File: config.mk
export PLATFORM = sky130hd
export DESIGN_NAME = wm8731_i2c_responder
export DESIGN_NICKNAME = d
export VERILOG_FILES = /design/src/rtl/wm8731_pkg.sv /design/src/rtl/i2c_line_sync.sv /design/src/rtl/wm8731_i2c_responder.sv
export SDC_FILE = /design/constraint.sdc
export NUM_CORES = 1
export LEC_CHECK = 0
export CELL_PAD_IN_SITES_DETAIL_PLACEMENT = 0
export CELL_PAD_IN_SITES_GLOBAL_PLACEMENT = 2
export CORE_MARGIN = 2
export CORE_UTILIZATION = 34
export CTS_CLUSTER_DIAMETER = 60
export CTS_CLUSTER_SIZE = 14
export DETAILED_ROUTE_END_ITERATION = 12
export PLACE_DENSITY = 0.84
export SYNTH_ARGS = -nofsm -noshare
export SYNTH_HDL_FRONTEND = slang
export SYNTH_SLANG_ARGS = --single-unit
File: constraint.sdc
create_clock -name sys_clk50MHz -period 2.4 [get_ports sys_clk50MHz]
set_input_delay 0.48 -clock sys_clk50MHz [delete_from_list [all_inputs] [get_ports sys_clk50MHz]]
set_output_delay 0.48 -clock sys_clk50MHz [all_outputs]
set_load 0.02 [all_outputs]
File: src/rtl/wm8731_pkg.sv
// wm8731_pkg: shared definitions for the WM8731 control-port responder.
//   - register index constants for the ten WM8731 registers and the reset register
//   - power-on default values of the register file
//   - FSM state encoding for the I2C write-frame receiver
package wm8731_pkg;

  localparam logic [6:0] R_LINVOL = 7'h00;  // left line in
  localparam logic [6:0] R_RINVOL = 7'h01;  // right line in
  localparam logic [6:0] R_LHPOUT = 7'h02;  // left headphone out
  localparam logic [6:0] R_RHPOUT = 7'h03;  // right headphone out
  localparam logic [6:0] R_APANA  = 7'h04;  // analogue audio path
  localparam logic [6:0] R_DPATH  = 7'h05;  // digital audio path
  localparam logic [6:0] R_PWR    = 7'h06;  // power down control
  localparam logic [6:0] R_IFACE  = 7'h07;  // digital audio interface format
  localparam logic [6:0] R_SRATE  = 7'h08;  // sampling control
  localparam logic [6:0] R_ACTIVE = 7'h09;  // active control
  localparam logic [6:0] R_RESET  = 7'h0F;  // writing any value restores defaults

  localparam int NUM_REGS = 10;

  localparam logic [8:0] REG_DEFAULTS [NUM_REGS] = '{
    9'h097, 9'h097, 9'h079, 9'h079, 9'h00A,
    9'h008, 9'h09F, 9'h00A, 9'h000, 9'h000
  };

  typedef enum logic [2:0] {
    ST_IDLE,
    ST_ADDR,
    ST_ACK_A,
    ST_BYTE_H,
    ST_ACK_H,
    ST_BYTE_L,
    ST_ACK_L,
    ST_IGNORE
  } state_t;

endpackage

File: src/rtl/i2c_line_sync.sv
// i2c_line_sync: brings the asynchronous SCL/SDA pins into the clock domain
// and derives bus events from the synchronized levels.
//   clk, rst_n          : clock, synchronous active-low reset
//   scl_in, sda_in      : raw bus pins
//   scl_rise, scl_fall  : single-cycle SCL edge indications
//   start_det, stop_det : SDA falling / rising while SCL is stably high
//   sda_s               : synchronized SDA level (data bit value)
module i2c_line_sync #(
  parameter int SYNC_STAGES = 2
) (
  input  logic clk,
  input  logic rst_n,
  input  logic scl_in,
  input  logic sda_in,
  output logic scl_rise,
  output logic scl_fall,
  output logic start_det,
  output logic stop_det,
  output logic sda_s
);

  logic [SYNC_STAGES-1:0] scl_sync_reg;
  logic [SYNC_STAGES-1:0] sda_sync_reg;
  logic                   scl_d_reg;
  logic                   sda_d_reg;
  logic                   scl_s;

  // Presetting to 1 makes the idle bus look released, so reset never
  // produces a phantom START or edge.
  always_ff @(posedge clk) begin
    if (!rst_n) begin
      scl_sync_reg <= '1;
      sda_sync_reg <= '1;
      scl_d_reg    <= 1'b1;
      sda_d_reg    <= 1'b1;
    end else begin
      scl_sync_reg <= {scl_sync_reg[SYNC_STAGES-2:0], scl_in};
      sda_sync_reg <= {sda_sync_reg[SYNC_STAGES-2:0], sda_in};
      scl_d_reg    <= scl_sync_reg[SYNC_STAGES-1];
      sda_d_reg    <= sda_sync_reg[SYNC_STAGES-1];
    end
  end

  assign scl_s = scl_sync_reg[SYNC_STAGES-1];
  assign sda_s = sda_sync_reg[SYNC_STAGES-1];

  assign scl_rise  = scl_s & ~scl_d_reg;
  assign scl_fall  = ~scl_s & scl_d_reg;
  // SCL must be high in both samples so an SDA change coinciding with an
  // SCL edge is never mistaken for a bus condition.
  assign start_det = scl_s & scl_d_reg & sda_d_reg & ~sda_s;
  assign stop_det  = scl_s & scl_d_reg & ~sda_d_reg & sda_s;

endmodule

File: src/rtl/wm8731_i2c_responder.sv
// wm8731_i2c_responder: I2C write-only target modelling the WM8731 control port.
// Receives {dev_addr,W}, {reg[6:0],data[8]}, data[7:0]; ACKs each byte and
// commits the 9-bit value into a WM8731-shaped register file.
//   sys_clk50MHz, sys_rst_n : clock, synchronous active-low reset
//   scl_in, sda_in          : bus pins (asynchronous)
//   sda_oe                  : 1 = pull SDA low
//   wr_valid/wr_addr/wr_data: one-cycle strobe of each committed write
//   rd_addr/rd_data         : combinational register read (0 above R9)
//   busy                    : frame in progress (START seen, no STOP yet)
//   frame_err               : one-cycle pulse on aborted/unaddressed frame
import wm8731_pkg::*;

module wm8731_i2c_responder #(
  parameter logic [6:0] DEV_ADDR    = 7'h1A,
  parameter int         SYNC_STAGES = 2
) (
  input  logic       sys_clk50MHz,
  input  logic       sys_rst_n,
  input  logic       scl_in,
  input  logic       sda_in,
  output logic       sda_oe,
  output logic       wr_valid,
  output logic [6:0] wr_addr,
  output logic [8:0] wr_data,
  input  logic [3:0] rd_addr,
  output logic [8:0] rd_data,
  output logic       busy,
  output logic       frame_err
);

  logic scl_rise, scl_fall, start_det, stop_det, sda_s;

  i2c_line_sync #(.SYNC_STAGES(SYNC_STAGES)) u_line_sync (
    .clk       (sys_clk50MHz),
    .rst_n     (sys_rst_n),
    .scl_in    (scl_in),
    .sda_in    (sda_in),
    .scl_rise  (scl_rise),
    .scl_fall  (scl_fall),
    .start_det (start_det),
    .stop_det  (stop_det),
    .sda_s     (sda_s)
  );

  state_t     state_reg, state_next;
  logic [2:0] bit_cnt_reg, bit_cnt_next;
  logic [7:0] shift_reg, shift_next;
  logic [7:0] byte_h_reg, byte_h_next;
  logic       sda_oe_reg, sda_oe_next;
  logic       wr_valid_reg, wr_valid_next;
  logic       frame_err_reg, frame_err_next;
  logic [6:0] wr_addr_reg, wr_addr_next;
  logic [8:0] wr_data_reg, wr_data_next;
  logic       commit;
  logic [7:0] byte_in;
  logic       aborting;
  logic [8:0] reg_file [NUM_REGS];

  assign byte_in = {shift_reg[6:0], sda_s};

  // A frame is still uncommitted until ACK_L has driven its ACK; ending it
  // earlier (START/STOP) counts as an abort. IGNORE already reported or
  // already committed, so it never reports again.
  assign aborting = (state_reg != ST_IDLE) && (state_reg != ST_IGNORE) &&
                    !((state_reg == ST_ACK_L) && sda_oe_reg);

  always_comb begin
    state_next     = state_reg;
    bit_cnt_next   = bit_cnt_reg;
    shift_next     = shift_reg;
    byte_h_next    = byte_h_reg;
    sda_oe_next    = sda_oe_reg;
    wr_valid_next  = 1'b0;
    frame_err_next = 1'b0;
    wr_addr_next   = wr_addr_reg;
    wr_data_next   = wr_data_reg;
    commit         = 1'b0;
    if (start_det) begin
      frame_err_next = aborting;
      state_next     = ST_ADDR;
      bit_cnt_next   = 3'd0;
      sda_oe_next    = 1'b0;
    end else if (stop_det) begin
      frame_err_next = aborting;
      state_next     = ST_IDLE;
      bit_cnt_next   = 3'd0;
      sda_oe_next    = 1'b0;
    end else begin
      case (state_reg)
        ST_ADDR, ST_BYTE_H, ST_BYTE_L: begin
          if (scl_rise) begin
            shift_next   = byte_in;
            bit_cnt_next = bit_cnt_reg + 3'd1;
            if (bit_cnt_reg == 3'd7) begin
              if (state_reg == ST_ADDR) begin
                // Only a write to our address is acknowledged.
                if (byte_in == {DEV_ADDR, 1'b0}) begin
                  state_next = ST_ACK_A;
                end else begin
                  state_next     = ST_IGNORE;
                  frame_err_next = 1'b1;
                end
              end else if (state_reg == ST_BYTE_H) begin
                byte_h_next = byte_in;
                state_next  = ST_ACK_H;
              end else begin
                state_next = ST_ACK_L;
              end
            end
          end
        end
        ST_ACK_A, ST_ACK_H, ST_ACK_L: begin
          // First SCL fall after the 8th bit grabs SDA; the next fall
          // (end of the 9th clock) lets it go.
          if (scl_fall) begin
            if (!sda_oe_reg) begin
              sda_oe_next = 1'b1;
              if (state_reg == ST_ACK_L) begin
                commit        = 1'b1;
                wr_valid_next = 1'b1;
                wr_addr_next  = byte_h_reg[7:1];
                wr_data_next  = {byte_h_reg[0], shift_reg};
              end
            end else begin
              sda_oe_next  = 1'b0;
              bit_cnt_next = 3'd0;
              case (state_reg)
                ST_ACK_A: state_next = ST_BYTE_H;
                ST_ACK_H: state_next = ST_BYTE_L;
                default:  state_next = ST_IGNORE;
              endcase
            end
          end
        end
        default: ;
      endcase
    end
  end

  always_ff @(posedge sys_clk50MHz) begin
    if (!sys_rst_n) begin
      state_reg     <= ST_IDLE;
      bit_cnt_reg   <= 3'd0;
      shift_reg     <= 8'd0;
      byte_h_reg    <= 8'd0;
      sda_oe_reg    <= 1'b0;
      wr_valid_reg  <= 1'b0;
      frame_err_reg <= 1'b0;
      wr_addr_reg   <= 7'd0;
      wr_data_reg   <= 9'd0;
    end else begin
      state_reg     <= state_next;
      bit_cnt_reg   <= bit_cnt_next;
      shift_reg     <= shift_next;
      byte_h_reg    <= byte_h_next;
      sda_oe_reg    <= sda_oe_next;
      wr_valid_reg  <= wr_valid_next;
      frame_err_reg <= frame_err_next;
      wr_addr_reg   <= wr_addr_next;
      wr_data_reg   <= wr_data_next;
    end
  end

  // One register per generate slice; writing R_RESET reloads every slice.
  for (genvar gi = 0; gi < NUM_REGS; gi++) begin : g_reg
    logic [8:0] value_reg;
    always_ff @(posedge sys_clk50MHz) begin
      if (!sys_rst_n || (commit && (wr_addr_next == R_RESET))) begin
        value_reg <= REG_DEFAULTS[gi];
      end else if (commit && (wr_addr_next == 7'(gi))) begin
        value_reg <= wr_data_next;
      end
    end
    assign reg_file[gi] = value_reg;
  end

  always_comb begin
    rd_data = 9'd0;
    if (rd_addr < 4'd10) begin
      rd_data = reg_file[rd_addr];
    end
  end

  assign sda_oe    = sda_oe_reg;
  assign wr_valid  = wr_valid_reg;
  assign wr_addr   = wr_addr_reg;
  assign wr_data   = wr_data_reg;
  assign frame_err = frame_err_reg;
  assign busy      = (state_reg != ST_IDLE);

endmodule

==> flow_metrics.py, run 1 <==
metrics = {
    "run_status": {
        "status": "finished, violations left",
        "violations": "negative setup slack",
    },
    "timing": {
        "setup_viol": 1,
        "layout_setup_ws_ns": -0.0003619,
        "whs_ns": 0.4096,
        "skew_ns": 0.006591,
        "period_needed_ns": 2.400,
        "slew-limit-headroom_pct": 53.46,
        "fmax_mhz": 416.6,
        "drv_slew": 0,
        "tightest_slew_ns": 0.6971,
        "fin_crit_sh_pct": 100.0,
        "hold_violations": 0,
        "rsz0062_at_grt": "true",
    },
    "clock_tree": {
        "clk_root_buffer_cell": "clkbuf_16",
        "clk_path_buf_depth": 2,
        "cts.htree.levels": 4,
        "insertion_delay_ns": 0.42,
        "numCtsBuffers": 17,
        "path_clk_slew_ns": 0.06,
        "post_cts_buffers": 0,
        "cts.sinks": 137,
        "cts_tree": "built",
    },
    "pwr": {
        "finalPower_uw": 5132,
        "power_leakage_uw": 0.003097,
        "p_per_area_mw_per_mm2": 691.3,
        "peakVddDrop_mv": 0.5300,
    },
    "finish": {
        "fin_cells": 900,
        "area_growth_pct": 24.59,
        "antenna_cells": 0,
        "nets": 672,
        "largest_register_ffs": 90,
        "drive_above_1_share_pct": 16.00,
        "utilization_pct": 43.07,
    },
    "die": {
        "fp.dieW_um": 136.4,
        "io-pin-count": 37,
        "start_util_pct": 34.57,
        "dieArea_sq_mm": 0.01860,
        "row_count": 48,
        "core_area_sq_mm": 0.01724,
        "die_h_um": 136.4,
    },
    "global_routing": {
        "grt_usage_pct": 17.45,
        "grt_pass1_vias": 4544,
        "antenna_found_initial": 0,
        "grt_overflow_total": 0,
        "grt_pass1_wl_um": 24380,
        "grt_max_degree": 32,
    },
    "synthesis": {
        "synth_cells": 618,
        "syn_area_per_cell_sq_um": 9.643,
        "yosysSeqAreaShare_pct": 46.02,
        "syn_nets": 628,
        "synth_cell_types": 44,
        "ys_warn_count": 0,
        "syn-cell-area_sq_mm": 0.005959,
        "ys_seq_elements": 137,
    },
    "detailed_routing": {
        "drt_wl_total_um": 15290,
        "first_pass_iters": 4,
        "route.detailed.drc": 0,
        "drtAntennaViolNets": 0,
        "vias": 4507,
        "drt-initial-drc-count": 282,
        "wl_per_cell_um": 16.99,
        "routed_via_density": 5.008,
    },
    "critical_path": {
        "critPathTopFamily": "buffers and inverters",
        "arrival_ns": 1.92,
        "worstPathRequired_ns": 1.92,
        "crit_fanout": 5,
        "cp-end-kind": "output port",
        "cp_num_buf_inv": 3,
        "max_stage_delay_ns": 0.50,
        "crit_chain": "clkbuf_4, buf_8, mux4_2, a21oi_1, o21ai_0, dlygate4sd1_1",
        "crit_type": "in2out",
        "slowest_stage": "mux4_2",
        "reg2reg_slack_ns": 0.21,
        "startpoint_type": "input pin",
    },
    "placed_design": {
        "routabilityCongestion": 0.8156,
        "dp_hpwl_um": 10150,
        "io_buffers": 36,
        "dp_cells": 866,
    },
    "job": {
        "maxCapViolations": 0,
    },
    "worst_hold_path": {
        "hold_class": "reg2reg",
    },
}
-- metrics by stage --
step                        TNS [ns]  setup slack, ns  instance area (sq um)
final                     -0.0003619       -0.0003619                   7425
after global routing         -0.2883         -0.09044                   7425
after CTS                          0         0.008254                   7411
after detailed placement      -4.245          -0.5504                   6768
after global placement        -4.336          -0.5691                   6768
after floorplan                    0         0.003012                   5961
-- logic make-up after synthesis --
| family | count (synthesis) | synth area share, % |
|---|---|---|
| multiplexers | 118 | 23.60 |
| buffers and inverters | 58 | 4.115 |
| AND/OR/NAND/NOR | 230 | 17.51 |
| adder cells (fa/ha/maj) | 2 | 0.4198 |
| XOR/XNOR | 3 | 0.4410 |
| AO/OA/AOI/OAI | 70 | 7.894 |
| flip-flops | 137 | 46.02 |
-- what timing repair did --
item / 4_1_cts / 5_1_grt
pin swaps: 0 / 0
endpoints found under the setup margin: 10 / 7
endpoints found under the hold margin: 0 / 0
hold buffers: 0 / 0
cloned: 1 / 1
resized for setup: 37 / 5
-- layer usage --
| layer | global-route usage (%) | vias to the layer above | share of wire, % |
|---|---|---|---|
| met4 | 6.771 | 0 | 1.9 |
| met1 | 21.12 | 2171 | 44 |
| met3 | 4.064 | 23 | 3.5 |
| met2 | 29.96 | 86 | 51 |
| met5 | 0 | - | 0 |
| li1 | - | 2227 | - |
-- layout make-up --
| type | instances | area [sq um] |
|---|---|---|
| Fill cell | 1598 | 9812 |
| Multi-Input combinational cell | 423 | 2993 |
| Clock inverter | 11 | 118.9 |
| Timing Repair Buffer | 79 | 792.0 |
| Clock buffer | 21 | 480.5 |
| Tap cell | 225 | 281.5 |
| Inverter | 4 | 16.27 |
| Sequential cell | 137 | 2743 |
-- power by group --
group          total, uW  internal, uW  switching [uW]
Combinational        231           110             121
Clock               2610          1630             980
Sequential          2290          2280            7.18
Total               5130          4020            1110
-- path summary, 6_finish.rpt --
| kind | start | cells past startpoint | to |
|---|---|---|---|
| setup / recovery | rd_addr[0] | 6 | rd_data[8] |
| setup reg to reg | state_reg[2] | 5 | g_reg[3].value_reg[6] |
| hold / removal | u_line_sync.scl_sync_reg[0] | 1 | u_line_sync.scl_sync_reg[1] |
| hold reg to reg | u_line_sync.scl_sync_reg[0] | 1 | u_line_sync.scl_sync_reg[1] |
-- cell usage in the layout, fill, tap and decap left out, drive strengths merged, types with 5 or more instances in the layout --
cell	instances
a21boi	25
a21oi	13
buf	43
clkbuf	24
clkdlybuf4s15	5
clkdlybuf4s50	24
clkinv	5
dfxtp	137
mux2i	100
mux4	18
nand2	86
nand2b	8
nand3	16
nand4	8
nor2	75
nor2b	9
nor3	6
o21ai	18
-- cells in the mapped netlist, drive strengths merged --
master / count / area share [%]
dfxtp: 137 / 46
mux2i: 100 / 17
nand2: 86 / 5.4
nor2: 75 / 4.7
clkbuf: 36 / 2.3
a21boi: 25 / 3.1
buf: 18 / 1.6
mux4: 18 / 6.8
o21ai: 18 / 1.5
nand3: 16 / 1.3
a21oi: 13 / 1.1
nor2b: 9 / 0.94
nand2b: 8 / 0.84
nand4: 8 / 0.84
nor3: 6 / 0.50
nor3b: 4 / 0.50
inv: 3 / 0.19
nor4bb: 3 / 0.50
o21a: 3 / 0.38
or3: 3 / 0.31
a22oi: 2 / 0.25
and2: 2 / 0.21
and4: 2 / 0.29
ha: 2 / 0.42
nand3b: 2 / 0.25
nor4: 2 / 0.21
o31a: 2 / 0.29
xnor2: 2 / 0.29
a2111oi: 1 / 0.15
a211oi: 1 / 0.13
a21o: 1 / 0.13
a2bb2oi: 1 / 0.15
a31o: 1 / 0.15
and4b: 1 / 0.17
clkinv: 1 / 0.063
nand4b: 1 / 0.15
nor4b: 1 / 0.15
o211a: 1 / 0.17
o31ai: 1 / 0.36
or3b: 1 / 0.15
xor2: 1 / 0.15
No activity file was read; power rests on OpenSTA's default activity.
==> run 2, diff against run 1 <==
--- a/config.mk
+++ b/config.mk
@@ -8,11 +8,12 @@
 export CELL_PAD_IN_SITES_DETAIL_PLACEMENT = 0
 export CELL_PAD_IN_SITES_GLOBAL_PLACEMENT = 2
 export CORE_MARGIN = 2
-export CORE_UTILIZATION = 34
+export CORE_UTILIZATION = 37
 export CTS_CLUSTER_DIAMETER = 60
 export CTS_CLUSTER_SIZE = 14
 export DETAILED_ROUTE_END_ITERATION = 12
-export PLACE_DENSITY = 0.84
+export DONT_BUFFER_PORTS = 1
+export PLACE_DENSITY = 0.85
 export SYNTH_ARGS = -nofsm -noshare
 export SYNTH_HDL_FRONTEND = slang
 export SYNTH_SLANG_ARGS = --single-unit
==> run 2 against run 1 <==
The run now ends clean. Critical path depth is 2 lower. Non-clock buffer count down 44. Core utilization grew 0.65 points. Largest power group unchanged. Critical endpoint is now rd_data[4]. Via count decreased by 4.5%. Largest cell class unchanged.
==> flow_metrics.py, run 2 (synthesis results as in run 1) <==
metrics = {
    "run_status": {
        "status": "finished, final reports clean",
    },
    "critical_path": {
        "r2r-start": "u_line_sync.scl_d_reg",
        "max_stage_delay_ns": 0.50,
        "startpoint_type": "flop",
        "crit_chain": "mux4_2, a21oi_1, o21ai_0, buf_4",
        "critPathTopFamily": "multiplexers",
        "ff2ff_path_depth": 5,
        "crit_fanout": 2,
        "crit_type": "reg2out",
        "arrival_ns": 1.73,
        "worstPathRequired_ns": 1.92,
        "reg2reg_slack_ns": 0.29,
        "reg2reg_to": "g_reg[9].value_reg[8]",
        "cp-end-kind": "output port",
        "slowest_stage": "mux4_2",
        "cp_num_buf_inv": 1,
    },
    "die": {
        "io-pin-count": 37,
        "row_count": 46,
        "fp.dieW_um": 130.9,
        "die_h_um": 130.9,
        "dieArea_sq_mm": 0.01714,
        "core_area_sq_mm": 0.01583,
        "start_util_pct": 37.65,
    },
    "worst_hold_path": {
        "whs_path_depth": 1,
        "hold_end": "u_line_sync.sda_sync_reg[0]",
        "hold_class": "in2reg",
        "hold_path.startpoint": "sys_rst_n",
    },
    "timing": {
        "skew_ns": 0.005873,
        "setup_tns_ns": 0,
        "hold_violations": 0,
        "period_needed_ns": 2.211,
        "rsz0062_at_grt": "false",
        "setup_viol": 0,
        "tightest_slew_ns": 0.5997,
        "fin_crit_sh_pct": 92.13,
        "fmax_mhz": 452.3,
        "drv_slew": 0,
        "slew-limit-headroom_pct": 59.97,
    },
    "finish": {
        "mostFrequentLayoutCell": "dfxtp_1",
        "final_cell_mix": "137 x dfxtp_1, 100 x mux2i_1, 86 x nand2_1, 75 x nor2_1, 34 x buf_4",
        "utilization_pct": 43.72,
        "area_growth_pct": 16.12,
        "drive_above_1_share_pct": 14.13,
        "nets": 628,
        "largest_register_ffs": 90,
        "antenna_cells": 0,
    },
    "global_routing": {
        "grt_max_degree": 60,
        "grt_pass1_wl_um": 23240,
        "grt_overflow_total": 0,
        "antenna_found_initial": 0,
        "grt_usage_pct": 18.14,
        "grt_pass1_vias": 4238,
    },
    "placed_design": {
        "routabilityCongestion": 0.7732,
        "dp_hpwl_um": 9516,
        "io_buffers": 0,
    },
    "pwr": {
        "p_per_area_mw_per_mm2": 750.3,
        "power_leakage_uw": 0.002886,
        "peakVddDrop_mv": 0.5076,
    },
    "clock_tree": {
        "numCtsBuffers": 17,
        "path_clk_slew_ns": 0.06,
        "cts.htree.levels": 4,
        "post_cts_buffers": 0,
        "clk_path_buf_depth": 2,
        "cts.sinks": 137,
        "cts_tree": "built",
        "insertion_delay_ns": 0.42,
        "cts_resized": 0,
        "clk_root_buffer_cell": "clkbuf_16",
        "cts_hold_buf": 0,
    },
    "detailed_routing": {
        "drtAntennaViolNets": 0,
        "drt_wl_total_um": 14580,
        "vias": 4306,
        "wl_per_cell_um": 17.23,
        "first_pass_iters": 5,
        "routed_via_density": 5.090,
        "route.detailed.drc": 0,
        "drt-initial-drc-count": 240,
    },
    "job": {
        "maxCapViolations": 0,
    },
}
[run 2: cell count changes in the layout (fill, tap and decap cells not counted), sizes merged]
cell,before,now
dlygate4sd2,2,0
clkbuf,24,19
bufinv,2,4
clkdlybuf4s50,24,0
inv,4,3
clkinvlp,4,1
dlygate4sd1,1,0
clkdlybuf4s15,5,0
buf,43,35
bufbuf,1,0
clkinv,5,8
[run 2: power by group]
group / total, uW / internal, uW / switching (uW)
logic: 146 / 66.0 / 80.0
clock network: 2760 / 1780 / 977
registers: 2290 / 2280 / 5.19
[run 2: metrics by stage]
| stage | hold WS, ns | power, uW | worst slack [ns] | cells | area (sq um) |
|---|---|---|---|---|---|
| after detailed placement | 0.3959 | 2484 | 0.2968 | 815 | 6294 |
| after global placement | 0.3968 | 2482 | 0.3716 | 815 | 6294 |
| after floorplan | 0.3863 | 2470 | 0.003012 | 618 | 5961 |
| after CTS | 0.1209 | 5237 | 0.1289 | 846 | 6920 |
| final | 0.1404 | 5193 | 0.1890 | 846 | 6920 |
| after global routing | 0.1205 | 5347 | 0.09300 | 846 | 6920 |
[run 2: worst max-delay path by stage]
stage / from / end / slack, ns / cells past startpoint
after global placement: u_line_sync.scl_d_reg / g_reg[7].value_reg[2] / 0.37 / 5
after detailed placement: u_line_sync.scl_d_reg / g_reg[1].value_reg[8] / 0.30 / 5
after floorplan: rd_addr[0] / rd_data[6] / 0.003 / 5
after CTS: g_reg[3].value_reg[6] / rd_data[6] / 0.13 / 4
after global routing: g_reg[3].value_reg[6] / rd_data[6] / 0.09 / 4
final: g_reg[3].value_reg[4] / rd_data[4] / 0.19 / 4
[run 2: layout make-up]
type	instances	area [sq um]
clock buffer	19	452.9
clock inverter	12	173.9
fill	1512	8907
inverter	4	15.01
multi-input combinational	423	2990
sequential	137	2743
tap	216	270.3
timing repair buffer	35	275.3
[run 2: metal layers]
layer	up-vias	global-route usage [%]	routed length, um
met4	0	6.633	264
met5	-	0	0
met2	57	30.91	7385
li1	2132	-	-
met3	20	4.560	421
met1	2097	22.26	6508
==> variant 1, RTL diff (config.mk and constraints of run 2) <==
`SYNC_STAGES` is set to 2 in 2 places; all go to 4.
--- a/src/rtl/i2c_line_sync.sv
+++ b/src/rtl/i2c_line_sync.sv
@@ -6,7 +6,7 @@
 //   start_det, stop_det : SDA falling / rising while SCL is stably high
 //   sda_s               : synchronized SDA level (data bit value)
 module i2c_line_sync #(
-  parameter int SYNC_STAGES = 2
+  parameter int SYNC_STAGES = 4
 ) (
   input  logic clk,
   input  logic rst_n,
--- a/src/rtl/wm8731_i2c_responder.sv
+++ b/src/rtl/wm8731_i2c_responder.sv
@@ -12,7 +12,7 @@
 
 module wm8731_i2c_responder #(
   parameter logic [6:0] DEV_ADDR    = 7'h1A,
-  parameter int         SYNC_STAGES = 2
+  parameter int         SYNC_STAGES = 4
 ) (
   input  logic       sys_clk50MHz,
   input  logic       sys_rst_n,
Function: changed (Yosys sat finds a counterexample within 4 cycles, from zero or initial values and one cycle with sys_rst_n low).
==> variant 1 against run 2 <==
- via count up 7.5%
- critical path type unchanged
- sequential cell count is 4 higher
- sequential power grew 3%
- maximum frequency up 2.1%
- routed wire length up 7.4%
- combinational power fell by 4%
- area after synthesis increased by 6.0%
- largest power group unchanged
- power is 6.0% lower
- worst setup slack better by 46 ps
- register-to-register slack improved by 110 ps
- cell area up 2.4%
- clock power fell by 13%
==> variant 1: results (changes against run 2) <==
- Fill count: 1635 (+8.1%)
- Largest net degree at the start of global routing: 37 (-38%)
- DR WL/cell: 17.7 microns (+3.0%)
- Via count: 4629 (+7.5%)
- Routability cong.: 0.837 (+8.2%)
- Worst rel slew slack: 0.587 (-0.0127)
- Synth cell types: 61 (+39%)
- Seq/Total Area, Yosys: 0.447 (-0.0134)
- WP data arrival: 1690 ps (-40 ps)
- Area contributors post-synth: dfxtp_1 (45%), mux2i_1 (14%), mux4_2 (6.4%)
- Proportion of synthesized area in mux cells: 0.202 (-0.0340)
- Final #Nets: 660 (+5.1%)
- Worst clock skew: 4.33 ps (-1.54 ps)
- Hold WS: 140 ps (-0.299 ps)
- Gr usage total: 0.183 (+0.00123)
- Status: finished clean
- Fin cells: 882 (+4.3%)
- Leak Pwr: 2.89 nW (+0.25%)
- Share of cells above drive strength 1: 0.163 (+0.0219)
- HPWL after detailed placement: 10.9 mm (+14%)
- Fin crit period: 2170 ps (-45.8 ps)
- Crit path largest cell delay: 470 ps (-30 ps)
- Vias in the first global route: 4683 (+11%)
- Max rail drop VDD: 0.000479 V (-5.7%)
- Top cells by count, synth: dfxtp_1 (141), nor2_1 (91), mux2i_1 (87)
- Synth Area in Adders: 0.00396 (-0.000238)
- Post-synthesis average cell area: 9.66 sq um (+0.17%)
- R2r endpoint: g_reg[2].value_reg[5]$_SDFFE_PP1P_
- DRT iter0 DRCs: 265 (+10%)
- RR Startpoint: state_reg[1]$_SDFFE_PP0P_
- WHS Endpoint: u_line_sync.scl_d_reg$_SDFF_PN1_
## variant 1: cell types whose count changed in the layout (fill, tap and decap cells not counted), sizes merged, moves of 8 or more
| cell | before | now |
|---|---|---|
| a21oi | 13 | 45 |
| a21boi | 25 | 0 |
| nor2 | 75 | 92 |
| mux2i | 100 | 87 |
| nand2 | 86 | 77 |
| nor3 | 6 | 14 |
## variant 1: area by class of cell
| cell class | count | share of cell area |
|---|---|---|
| multi-input cells | 447 | 0.441 |
| clock buffers | 24 | 0.0666 |
| repair buffers | 37 | 0.0427 |
| flip-flops and latches | 141 | 0.398 |
| clock inverters | 7 | 0.00918 |
| inverters | 6 | 0.00318 |
| well taps | 220 | 0.0388 |
## variant 1: how the worst max path moves through the flow
stage / start / endpoint
after floorplan: rd_addr[1] / rd_data[7]
after global routing: g_reg[2].value_reg[7]$_SDFFE_PP0P_ / rd_data[7]
after CTS: g_reg[3].value_reg[2]$_SDFFE_PP0P_ / rd_data[2]
after detailed placement: rd_addr[1] / rd_data[2]
final: g_reg[3].value_reg[2]$_SDFFE_PP0P_ / rd_data[2]
after global placement: rd_addr[1] / rd_data[2]
## variant 1: power breakdown
group	total [mW]	leakage (nW)	switching (mW)	internal, mW
Combinational	0.140	1.50	0.0806	0.0596
Clock	2.39	0.260	0.927	1.47
Sequential	2.35	1.14	0.00306	2.35
Total	4.88	2.89	1.01	3.87
## variant 1: critical path: cells and delay by family (launching register included)
| kind | cells | cell delay, ps |
|---|---|---|
| AO/OA/AOI/OAI | 2 | 280 |
| buffers and inverters | 1 | 200 |
| flip-flops | 1 | 320 |
| multiplexers | 1 | 470 |
## variant 1: per-layer routing
metal  share of wire  global-route usage  routed length, microns
met3           0.042              0.0492                     663
met2            0.47               0.287                    7290
met5               0                   0                       0
met1            0.47               0.239                    7300
met4           0.026              0.0749                     403
==> variant 2, RTL diff (flow settings as in run 2) <==
Without the edit above. Put one more register stage on the output `wr_addr`, cleared by the reset. The value now appears one clock later. The other outputs are not delayed to match. Comments in the files are not updated.
--- a/src/rtl/wm8731_i2c_responder.sv
+++ b/src/rtl/wm8731_i2c_responder.sv
@@ -183,7 +183,13 @@
 
   assign sda_oe    = sda_oe_reg;
   assign wr_valid  = wr_valid_reg;
-  assign wr_addr   = wr_addr_reg;
+  always_ff @(posedge sys_clk50MHz) begin
+    if (!sys_rst_n) begin
+      wr_addr <= '0;
+    end else begin
+      wr_addr <= wr_addr_reg;
+    end
+  end
   assign wr_data   = wr_data_reg;
   assign frame_err = frame_err_reg;
   assign busy      = (state_reg != ST_IDLE);
Behaviour: same outputs for any inputs over 10 cycles, from zero or initial values and one cycle with sys_rst_n low; that may be too few to reach the edited logic, so the function may still have changed.
==> variant 2 against run 2 <==
- routed wire length down 0.84%
- maximum frequency up 2.1%
- sequential cell count up 7
- count of clock-buffer cells in the layout down 2
- power down 3.9%
- cell area up 1.2%
- area after synthesis up 5.3%
- worst setup slack better by 45 ps
- register-to-register slack better by 100 ps
- critical path type unchanged
- critical endpoint unchanged
==> variant 2: results (changes against run 2) <==
- Largest net degree at the start of global routing: 54 (-10%)
- Worst rel slew slack: 0.504 (-0.0956)
- Leak Pwr: 3.10 nW (+7.5%)
- Max rail drop VDD: 0.000518 V (+2.0%)
- WP data arrival: 1690 ps (-40 ps)
- Final #Nets: 636 (+1.3%)
- Area contributors post-synth: dfxtp_1 (46%), mux2i_1 (16%), mux4_2 (6.5%)
- Fill count: 1612 (+6.6%)
- Critical path's top delay family: multiplexers
- Synth cell types: 51 (+16%)
- Net Sw Frac: 0.224 (+0.0194)
- First-pass GRT wire length: 23.5 mm (+0.92%)
- Routability cong.: 0.816 (+5.5%)
- Proportion of synthesized area in mux cells: 0.223 (-0.0135)
- DR WL/cell: 16.8 microns (-2.3%)
- HPWL after detailed placement: 9.64 mm (+1.3%)
- Fin worst setup slack: 234 ps (+44.5 ps)
- Routed WL: 14.5 mm (-0.84%)
- Crit path largest cell delay: 460 ps (-40 ps)
- Synth Instances: 633 (+2.4%)
- R2R setup slack: 390 ps (+100 ps)
- Gr usage total: 0.170 (-0.0117)
- Share of cells above drive strength 1: 0.135 (-0.00668)
- Synth Area in Adders: 0.00399 (-0.000211)
- Post-Place Cells: 827 (+1.5%)
- Hold WS: 128 ps (-12.1 ps)
- Compound-Gate Fraction of Synth Area: 0.0764 (-0.00257)
- DRT iter0 DRCs: 208 (-13%)
- Worst clock skew: 7.60 ps (+1.73 ps)
- Initial DRT Pass Iterations: 7 (+2)
- Top cells by count, synth: dfxtp_1 (144), mux2i_1 (99), nand2_1 (84)
- Status: finished clean
- Area of placed instances: 6450 sq um (+2.6%)
- Vias in the first global route: 4467 (+5.4%)
- Detail-routed via count per cell: 5.10 (+0.22%)
- Seq/Total Area, Yosys: 0.459 (-0.000792)
[variant 2: area by class of cell]
| type | instances | area [sq um] | area share |
|---|---|---|---|
| multi-input cells | 430 | 3070 | 0.438 |
| flip-flops and latches | 144 | 2880 | 0.412 |
| clock buffers | 17 | 425 | 0.0608 |
| well taps | 220 | 275 | 0.0393 |
| repair buffers | 28 | 210 | 0.0300 |
| clock inverters | 15 | 120 | 0.0172 |
| inverters | 5 | 18.8 | 0.00268 |
[variant 2: kinds of logic after synthesis]
group | Yosys count
compound gates | 73
xor+xnor | 1
fa+ha+maj | 2
buf+inv | 59
flops | 144
mux | 117
simple gates | 237
[variant 2: path summary, 6_finish.rpt]
path	start	to	cells past startpoint
max reg2reg	sda_oe$_SDFFE_PP0P_	g_reg[6].value_reg[1]$_SDFFE_PP1P_	4
max	g_reg[3].value_reg[4]$_SDFFE_PP1P_	rd_data[4]	4
min reg2reg	u_line_sync.scl_sync_reg[0]$_SDFF_PN1_	u_line_sync.scl_sync_reg[1]$_SDFF_PN1_	1
min	sys_rst_n	u_line_sync.scl_sync_reg[0]$_SDFF_PN1_	1
[variant 2: routing by layer]
| layer | routed length, microns | GRT usage | up-vias |
|---|---|---|---|
| met2 | 7030 | 0.281 | 82 |
| li1 | - | - | 2165 |
| met4 | 351 | 0.0836 | 0 |
| met5 | 0 | 0 | - |
| met1 | 6440 | 0.205 | 2109 |
| met3 | 628 | 0.0431 | 26 |
[variant 2: power by group through the flow]
stage	Clock, mW	Sequential [mW]	Combinational (mW)
after floorplan	0	2.45	0.141
after global placement	0	2.46	0.133
after detailed placement	0	2.46	0.134
after CTS	2.51	2.40	0.134
after global routing	2.61	2.40	0.145
final	2.45	2.41	0.134
